File: config.mk
export PLATFORM = sky130hd
export DESIGN_NAME = pipelined_control_unit
export DESIGN_NICKNAME = d
export VERILOG_FILES = /design/src/rtl/pcu_pkg.sv /design/src/rtl/pipelined_control_unit_decoder.sv /design/src/rtl/pipelined_control_unit.sv
export SDC_FILE = /design/constraint.sdc
export NUM_CORES = 1
export LEC_CHECK = 0
export ABC_AREA = 0
export CORE_UTILIZATION = 40
export DETAILED_ROUTE_END_ITERATION = 8
export GPL_TIMING_DRIVEN = 0
export PLACE_DENSITY = 0.83
export SLEW_MARGIN = 25
export SYNTH_ARGS = -nofsm -noshare
export SYNTH_HDL_FRONTEND = slang
export SYNTH_SLANG_ARGS = --single-unit
File: constraint.sdc
create_clock -name clk -period 2.16 [get_ports clk]
set_input_delay 0.432 -clock clk [delete_from_list [all_inputs] [get_ports clk]]
set_output_delay 0.432 -clock clk [all_outputs]
set_load 0.1 [all_outputs]
File: src/rtl/pcu_pkg.sv
// Shared definitions for the pipelined main control unit: opcodes, ALU-op
// encodings, the control bundle and its per-stage slices.
// Optional feature macro: PCU_JUMP_EN (adds the j opcode).
package pcu_pkg;

  localparam logic [5:0] OP_RTYPE = 6'b000000;
  localparam logic [5:0] OP_LW    = 6'b100011;
  localparam logic [5:0] OP_SW    = 6'b101011;
  localparam logic [5:0] OP_BEQ   = 6'b000100;
  localparam logic [5:0] OP_ADDI  = 6'b001000;
  localparam logic [5:0] OP_ANDI  = 6'b001100;
  localparam logic [5:0] OP_ORI   = 6'b001101;
  localparam logic [5:0] OP_SLTI  = 6'b001010;
`ifdef PCU_JUMP_EN
  localparam logic [5:0] OP_J     = 6'b000010;
`endif

  localparam logic [2:0] ALU_ADD   = 3'b000;
  localparam logic [2:0] ALU_SUB   = 3'b001;
  localparam logic [2:0] ALU_FUNCT = 3'b010;
  localparam logic [2:0] ALU_AND   = 3'b011;
  localparam logic [2:0] ALU_OR    = 3'b100;
  localparam logic [2:0] ALU_SLT   = 3'b101;

  typedef struct packed {
    logic       reg_dst;
    logic       alu_src;
    logic [2:0] alu_op;
    logic       branch;
    logic       mem_read;
    logic       mem_write;
    logic       mem_to_reg;
    logic       reg_write;
  } ctrl_bundle_t;

  typedef struct packed {
    logic       reg_dst;
    logic       alu_src;
    logic [2:0] alu_op;
  } ex_ctrl_t;

  typedef struct packed {
    logic branch;
    logic mem_read;
    logic mem_write;
  } mem_ctrl_t;

  typedef struct packed {
    logic mem_to_reg;
    logic reg_write;
  } wb_ctrl_t;

  localparam ctrl_bundle_t CTRL_BUBBLE = '0;

  function automatic ex_ctrl_t ex_slice(input ctrl_bundle_t b);
    return '{reg_dst: b.reg_dst, alu_src: b.alu_src, alu_op: b.alu_op};
  endfunction

  function automatic mem_ctrl_t mem_slice(input ctrl_bundle_t b);
    return '{branch: b.branch, mem_read: b.mem_read, mem_write: b.mem_write};
  endfunction

  function automatic wb_ctrl_t wb_slice(input ctrl_bundle_t b);
    return '{mem_to_reg: b.mem_to_reg, reg_write: b.reg_write};
  endfunction

endpackage

File: src/rtl/pipelined_control_unit_decoder.sv
// Combinational opcode decoder: produces the control bundle for the ID-stage
// instruction, whether it reads rt, and an illegal-opcode flag.
// Optional feature macro: PCU_JUMP_EN (j decodes as a bubble plus jump flag).
module pcu_decoder
  import pcu_pkg::*;
#(
  parameter int OPCODE_W = 6
) (
  input  logic [OPCODE_W-1:0] opcode,
  input  logic                id_valid,
`ifdef PCU_JUMP_EN
  output logic                jump,
`endif
  output ctrl_bundle_t        bundle,
  output logic                uses_rt,
  output logic                illegal
);

  logic known;
  logic jump_op;

  // Table lookup; an invalid slot or unknown opcode yields the bubble bundle.
  always_comb begin
    bundle  = CTRL_BUBBLE;
    uses_rt = 1'b0;
    known   = 1'b1;
    jump_op = 1'b0;
    case (opcode)
      OPCODE_W'(OP_RTYPE): begin
        bundle  = '{1'b1, 1'b0, ALU_FUNCT, 1'b0, 1'b0, 1'b0, 1'b0, 1'b1};
        uses_rt = 1'b1;
      end
      OPCODE_W'(OP_LW):   bundle = '{1'b0, 1'b1, ALU_ADD, 1'b0, 1'b1, 1'b0, 1'b1, 1'b1};
      OPCODE_W'(OP_SW): begin
        bundle  = '{1'b0, 1'b1, ALU_ADD, 1'b0, 1'b0, 1'b1, 1'b0, 1'b0};
        uses_rt = 1'b1;
      end
      OPCODE_W'(OP_BEQ): begin
        bundle  = '{1'b0, 1'b0, ALU_SUB, 1'b1, 1'b0, 1'b0, 1'b0, 1'b0};
        uses_rt = 1'b1;
      end
      OPCODE_W'(OP_ADDI): bundle = '{1'b0, 1'b1, ALU_ADD, 1'b0, 1'b0, 1'b0, 1'b0, 1'b1};
      OPCODE_W'(OP_ANDI): bundle = '{1'b0, 1'b1, ALU_AND, 1'b0, 1'b0, 1'b0, 1'b0, 1'b1};
      OPCODE_W'(OP_ORI):  bundle = '{1'b0, 1'b1, ALU_OR,  1'b0, 1'b0, 1'b0, 1'b0, 1'b1};
      OPCODE_W'(OP_SLTI): bundle = '{1'b0, 1'b1, ALU_SLT, 1'b0, 1'b0, 1'b0, 1'b0, 1'b1};
`ifdef PCU_JUMP_EN
      OPCODE_W'(OP_J):    jump_op = 1'b1;
`endif
      default:            known = 1'b0;
    endcase
    if (!id_valid) begin
      bundle = CTRL_BUBBLE;
    end
  end

  assign illegal = id_valid & ~known;
`ifdef PCU_JUMP_EN
  assign jump    = id_valid & jump_op;
`endif

endmodule

File: src/rtl/pipelined_control_unit.sv
// Main control for the 5-stage pipeline: decodes in ID and carries the control
// bundle through ID/EX, EX/MEM and MEM/WB, with load-use bubble insertion,
// external freeze and branch flush.
// Optional feature macro: PCU_JUMP_EN (adds jump_id output).
module pipelined_control_unit
  import pcu_pkg::*;
#(
  parameter int OPCODE_W = 6,
  parameter int REG_W    = 5,
  parameter int ALUOP_W  = 3
) (
  input  logic                clk,
  input  logic                rst,
  input  logic                id_valid,
  input  logic [OPCODE_W-1:0] opcode_id,
  input  logic [REG_W-1:0]    rs_id,
  input  logic [REG_W-1:0]    rt_id,
  input  logic                ext_stall,
  input  logic                flush,
`ifdef PCU_JUMP_EN
  output logic                jump_id,
`endif
  output logic                load_use_stall,
  output logic                illegal_id,
  output logic                ex_reg_dst,
  output logic                ex_alu_src,
  output logic [ALUOP_W-1:0]  ex_alu_op,
  output logic [REG_W-1:0]    ex_rt,
  output logic                mem_branch,
  output logic                mem_mem_read,
  output logic                mem_mem_write,
  output logic                wb_mem_to_reg,
  output logic                wb_reg_write
);

  ctrl_bundle_t dec_bundle;
  logic         dec_uses_rt;

  // ID/EX register contents
  ex_ctrl_t     idex_ex;
  mem_ctrl_t    idex_mem;
  wb_ctrl_t     idex_wb;
  logic [REG_W-1:0] idex_rt;
  // EX/MEM register contents
  mem_ctrl_t    exmem_mem;
  wb_ctrl_t     exmem_wb;
  // MEM/WB register contents
  wb_ctrl_t     memwb_wb;

  pcu_decoder #(.OPCODE_W(OPCODE_W)) u_decoder (
    .opcode   (opcode_id),
    .id_valid (id_valid),
`ifdef PCU_JUMP_EN
    .jump     (jump_id),
`endif
    .bundle   (dec_bundle),
    .uses_rt  (dec_uses_rt),
    .illegal  (illegal_id)
  );

  // A load in EX whose destination feeds the ID instruction forces one bubble.
  assign load_use_stall = id_valid & idex_mem.mem_read & (idex_rt != '0) &
                          ((idex_rt == rs_id) | (dec_uses_rt & (idex_rt == rt_id)));

  // Stage registers: freeze > flush > load-use bubble > advance.
  always_ff @(posedge clk or posedge rst) begin
    if (rst) begin
      idex_ex   <= '0;
      idex_mem  <= '0;
      idex_wb   <= '0;
      idex_rt   <= '0;
      exmem_mem <= '0;
      exmem_wb  <= '0;
      memwb_wb  <= '0;
    end else if (!ext_stall) begin
      memwb_wb <= exmem_wb;
      if (flush) begin
        exmem_mem <= '0;
        exmem_wb  <= '0;
      end else begin
        exmem_mem <= idex_mem;
        exmem_wb  <= idex_wb;
      end
      if (flush || load_use_stall) begin
        idex_ex  <= '0;
        idex_mem <= '0;
        idex_wb  <= '0;
        idex_rt  <= '0;
      end else begin
        idex_ex  <= ex_slice(dec_bundle);
        idex_mem <= mem_slice(dec_bundle);
        idex_wb  <= wb_slice(dec_bundle);
        // Bubbles (invalid, illegal, jump) carry rt = 0 as well.
        idex_rt  <= (dec_bundle != CTRL_BUBBLE) ? rt_id : '0;
      end
    end
  end

  assign ex_reg_dst    = idex_ex.reg_dst;
  assign ex_alu_src    = idex_ex.alu_src;
  assign ex_alu_op     = ALUOP_W'(idex_ex.alu_op);
  assign ex_rt         = idex_rt;
  assign mem_branch    = exmem_mem.branch;
  assign mem_mem_read  = exmem_mem.mem_read;
  assign mem_mem_write = exmem_mem.mem_write;
  assign wb_mem_to_reg = memwb_wb.mem_to_reg;
  assign wb_reg_write  = memwb_wb.reg_write;

endmodule

==> summary.md <==
| Metric | Value |
|---|---|
| Status | `finished, violations left` |
| Failing checks | `negative setup slack` |
| Final setup violation count | `15` |
| FILL cells | `219` |
| Root Buffer | `clkbuf_4` |
| Hold_ws | `0.433 ns` |
| Min Clock Period, post-route | `2.55 ns` |
| Total routed wirelength | `3.18 mm` |
| First-pass GRT wire length | `4.89 mm` |
| DP HPWL | `2.02 mm` |
| Clock power frac | `0.284` |
| Remaining DRCs | `0` |
| Critical Path AT | `2.12 ns` |
| Core Rows | `19` |
| Startpoint Class | `flop` |
| Layout area overhead | `55.4%` |
| Final setup margin | `-0.389 ns` |
| Post-layout instance area | `0.00177 mm2` |
| Final hold violation count | `0` |
| Post-synthesis sequential area ratio | `0.439` |
| P_sw | `225 uW` |
| P per Cell Area | `435 mW/mm2` |
| Drt wl/cell | `16.9 um` |
| Worst slew pin tran | `0.963 ns` |
| Largest net degree at the start of global routing | `21` |
| EDFF count, synth | `0` |
| Slowest CP cell | `or4_4` |
| Period utilisation layout | `1.18` |
| Internal | `547 uW` |
| Synth unique cells | `35` |
| Largest register FFs | `5` |
| Avg Cell Area, Syn | `10.0 um2` |
| Syn_nets | `135` |
| CTS tree | `yes` |
| Ys async rst share | `1.00` |
| Buffer depth of the longest clock path | `2` |
| IO Count | `38` |
| Placement Cell Area | `0.00153 mm2` |
| CP Capture Type | `primary output` |
| CTS buffer count | `3` |
| Buffers on Ports | `34` |
| Global placer's final weighted congestion | `0.837` |
| Routed Antenna Nets | `0` |
| 1st-iter DRT viols | `24` |
| Inserted Diodes | `0` |
| CP Max Fanout | `2` |
| Via count | `1079` |
| Slowest stage delay, CP | `0.55 ns` |
| Core Util, Final | `0.649` |
| Mapped Cells | `114` |
| Worst-path clk slew | `0.11 ns` |
| Core Box Area | `0.00273 mm2` |
| Final Max Tran Viols | `0` |
| CP Cell Sequence | `or4_4 > o211ai_4 > nor4_4 > or2_4 > buf_12` |
| Number of global-route vias before repair | `1040` |
| Layout cell share with drive strength beyond 1 | `0.299` |
| Sequential Power Share | `0.494` |
| Max frequency | `392 MHz` |
| Net Sw Frac | `0.291` |
| Worst Path Class, Setup | `flop to primary output` |
| Starting density of the core | `0.417` |
| Post-Syn Area | `0.00114 mm2` |
| Hold WC Path Type | `primary input to flop` |
| Required @ worst endpoint | `1.73 ns` |
| Reg2reg setup slack | `-0.16 ns` |
| Drt via density | `5.74` |
| Power share of the combinational group | `0.221` |
| Max Cap Violations | `0` |
| Total Routing Usage GR | `0.202` |
| Syn. warnings | `0` |
| Flops & latches, synth | `20` |
| Clk_skew | `0.00351 ns` |
| Die X | `55.4 um` |
| Skew-Pair Late Insertion Delay | `0.31 ns` |
| Initial antenna violation count | `0` |
| First-pass detailed-route iteration total | `4` |
| Die Y | `55.4 um` |
| Max-slew headroom | `0.361` |
| Lkg Pwr | `0.000847 uW` |
| Peak VDD IR | `0.000295 V` |
| Clock sink count | `20` |
| Unrepaired setup endpoints after global routing | `yes` |
| Most used DFF post-synth | `dfrtp_1` |
| Nets | `179` |
| DIE AREA | `0.00307 mm2` |
| H-tree Lvls | `1` |
| GR Overflow Total | `0` |
## critical path: cells and delay by family (launching register included)
family	cells	cell delay, ns
compound gates	1	0.24
simple gates	3	0.90
flops	1	0.50
buf+inv	1	0.17
## metrics by stage
stage | total power, uW | setup slack, ns | cells | setup TNS, ns
final | 772 | -0.389 | 188 | -1.19
after global routing | 807 | -0.460 | 188 | -2.23
after CTS | 768 | -0.470 | 187 | -1.19
after detailed placement | 538 | -1.68 | 179 | -7.98
after global placement | 535 | -1.61 | 179 | -6.86
after floorplan | 477 | -0.135 | 114 | -0.653
## power groups by stage
stage                     clock network (uW)  logic (uW)  registers (uW)
after floorplan                            0        67.7             409
after global placement                     0         146             389
after detailed placement                   0         148             389
after CTS                                228         158             381
after global routing                     244         181             382
final                                    219         171             381
## cells in the final DEF (no fill, tap or decap), types with 2 or more instances in the layout
master / count
dfrtp_1: 15
inv_1: 4
xor2_1: 3
nand2_1: 16
buf_4: 5
dlygate4sd2_1: 14
mux2_2: 2
a22o_1: 5
clkbuf_1: 2
o41ai_4: 3
or4_4: 2
a21oi_1: 4
xnor2_1: 7
clkbuf_4: 3
o21ai_0: 4
o41ai_2: 3
nand2b_1: 5
nor2_1: 6
dfrtp_2: 3
buf_12: 3
o31ai_4: 3
clkbuf_8: 2
clkdlybuf4s50_1: 15
dfrtp_4: 2
clkbuf_2: 5
## worst paths after layout
kind,to,from,depth (start not counted)
max in group asynchronous,ex_rt[3]$_DFFE_PP0N_,rst,2
setup / recovery,load_use_stall,ex_rt[3]$_DFFE_PP0N_,5
min in group asynchronous,exmem_wb[0]$_DFFE_PP0N_,rst,2
hold reg to reg,mem_branch$_DFFE_PP0N_,mem_branch$_DFFE_PP0N_,2
setup reg to reg,ex_alu_op[1]$_DFFE_PP0N_,ex_rt[3]$_DFFE_PP0N_,7
hold / removal,ex_reg_dst$_DFFE_PP0N_,opcode_id[2],2
## synthesized netlist by cell type, types with 2 or more instances
cell type | number | share of area
o41ai_2 | 3 | 0.043
nor2_1 | 7 | 0.023
a21oi_1 | 4 | 0.018
o31ai_1 | 4 | 0.026
o41ai_1 | 2 | 0.015
xnor2_1 | 7 | 0.054
a22o_1 | 5 | 0.038
nor4_1 | 2 | 0.011
inv_1 | 4 | 0.013
o21ai_0 | 4 | 0.018
xor2_1 | 3 | 0.023
dfrtp_1 | 20 | 0.44
nand2_1 | 16 | 0.053
nand2b_1 | 5 | 0.027
clkbuf_1 | 7 | 0.023
mux2_2 | 2 | 0.020
## area by class of cell
cell class,instances,area [um2],area share
clock buffers,4,36.3,0.0205
multi-input cells,82,729,0.411
repair buffers,41,405,0.229
well taps,31,38.8,0.0219
plain buffers,6,36.3,0.0205
inverters,4,15.0,0.00847
flip-flops and latches,20,512,0.289
## logic make-up after synthesis
logic type / after synthesis / synth area share
buf+inv: 12 / 0.0461
mux: 2 / 0.0197
flops: 20 / 0.439
compound gates: 29 / 0.224
xor+xnor: 10 / 0.0768
simple gates: 41 / 0.195
## layer usage
layer  part of all wire  vias to the layer above  track usage
li1                   -                      497            -
met1               0.41                      528        0.264
met2               0.52                       51        0.329
met3              0.064                        3       0.0562
met4             0.0079                        0       0.0536
met5                  0                        -            0
## timing repair
action,CTS,global route
pin swaps,2,12
endpoints found under the setup margin,25,18
setup buffers,4,3
resized for setup,47,25
hold buffers,0,0
Note: power is estimated with default switching activity, not from simulation.
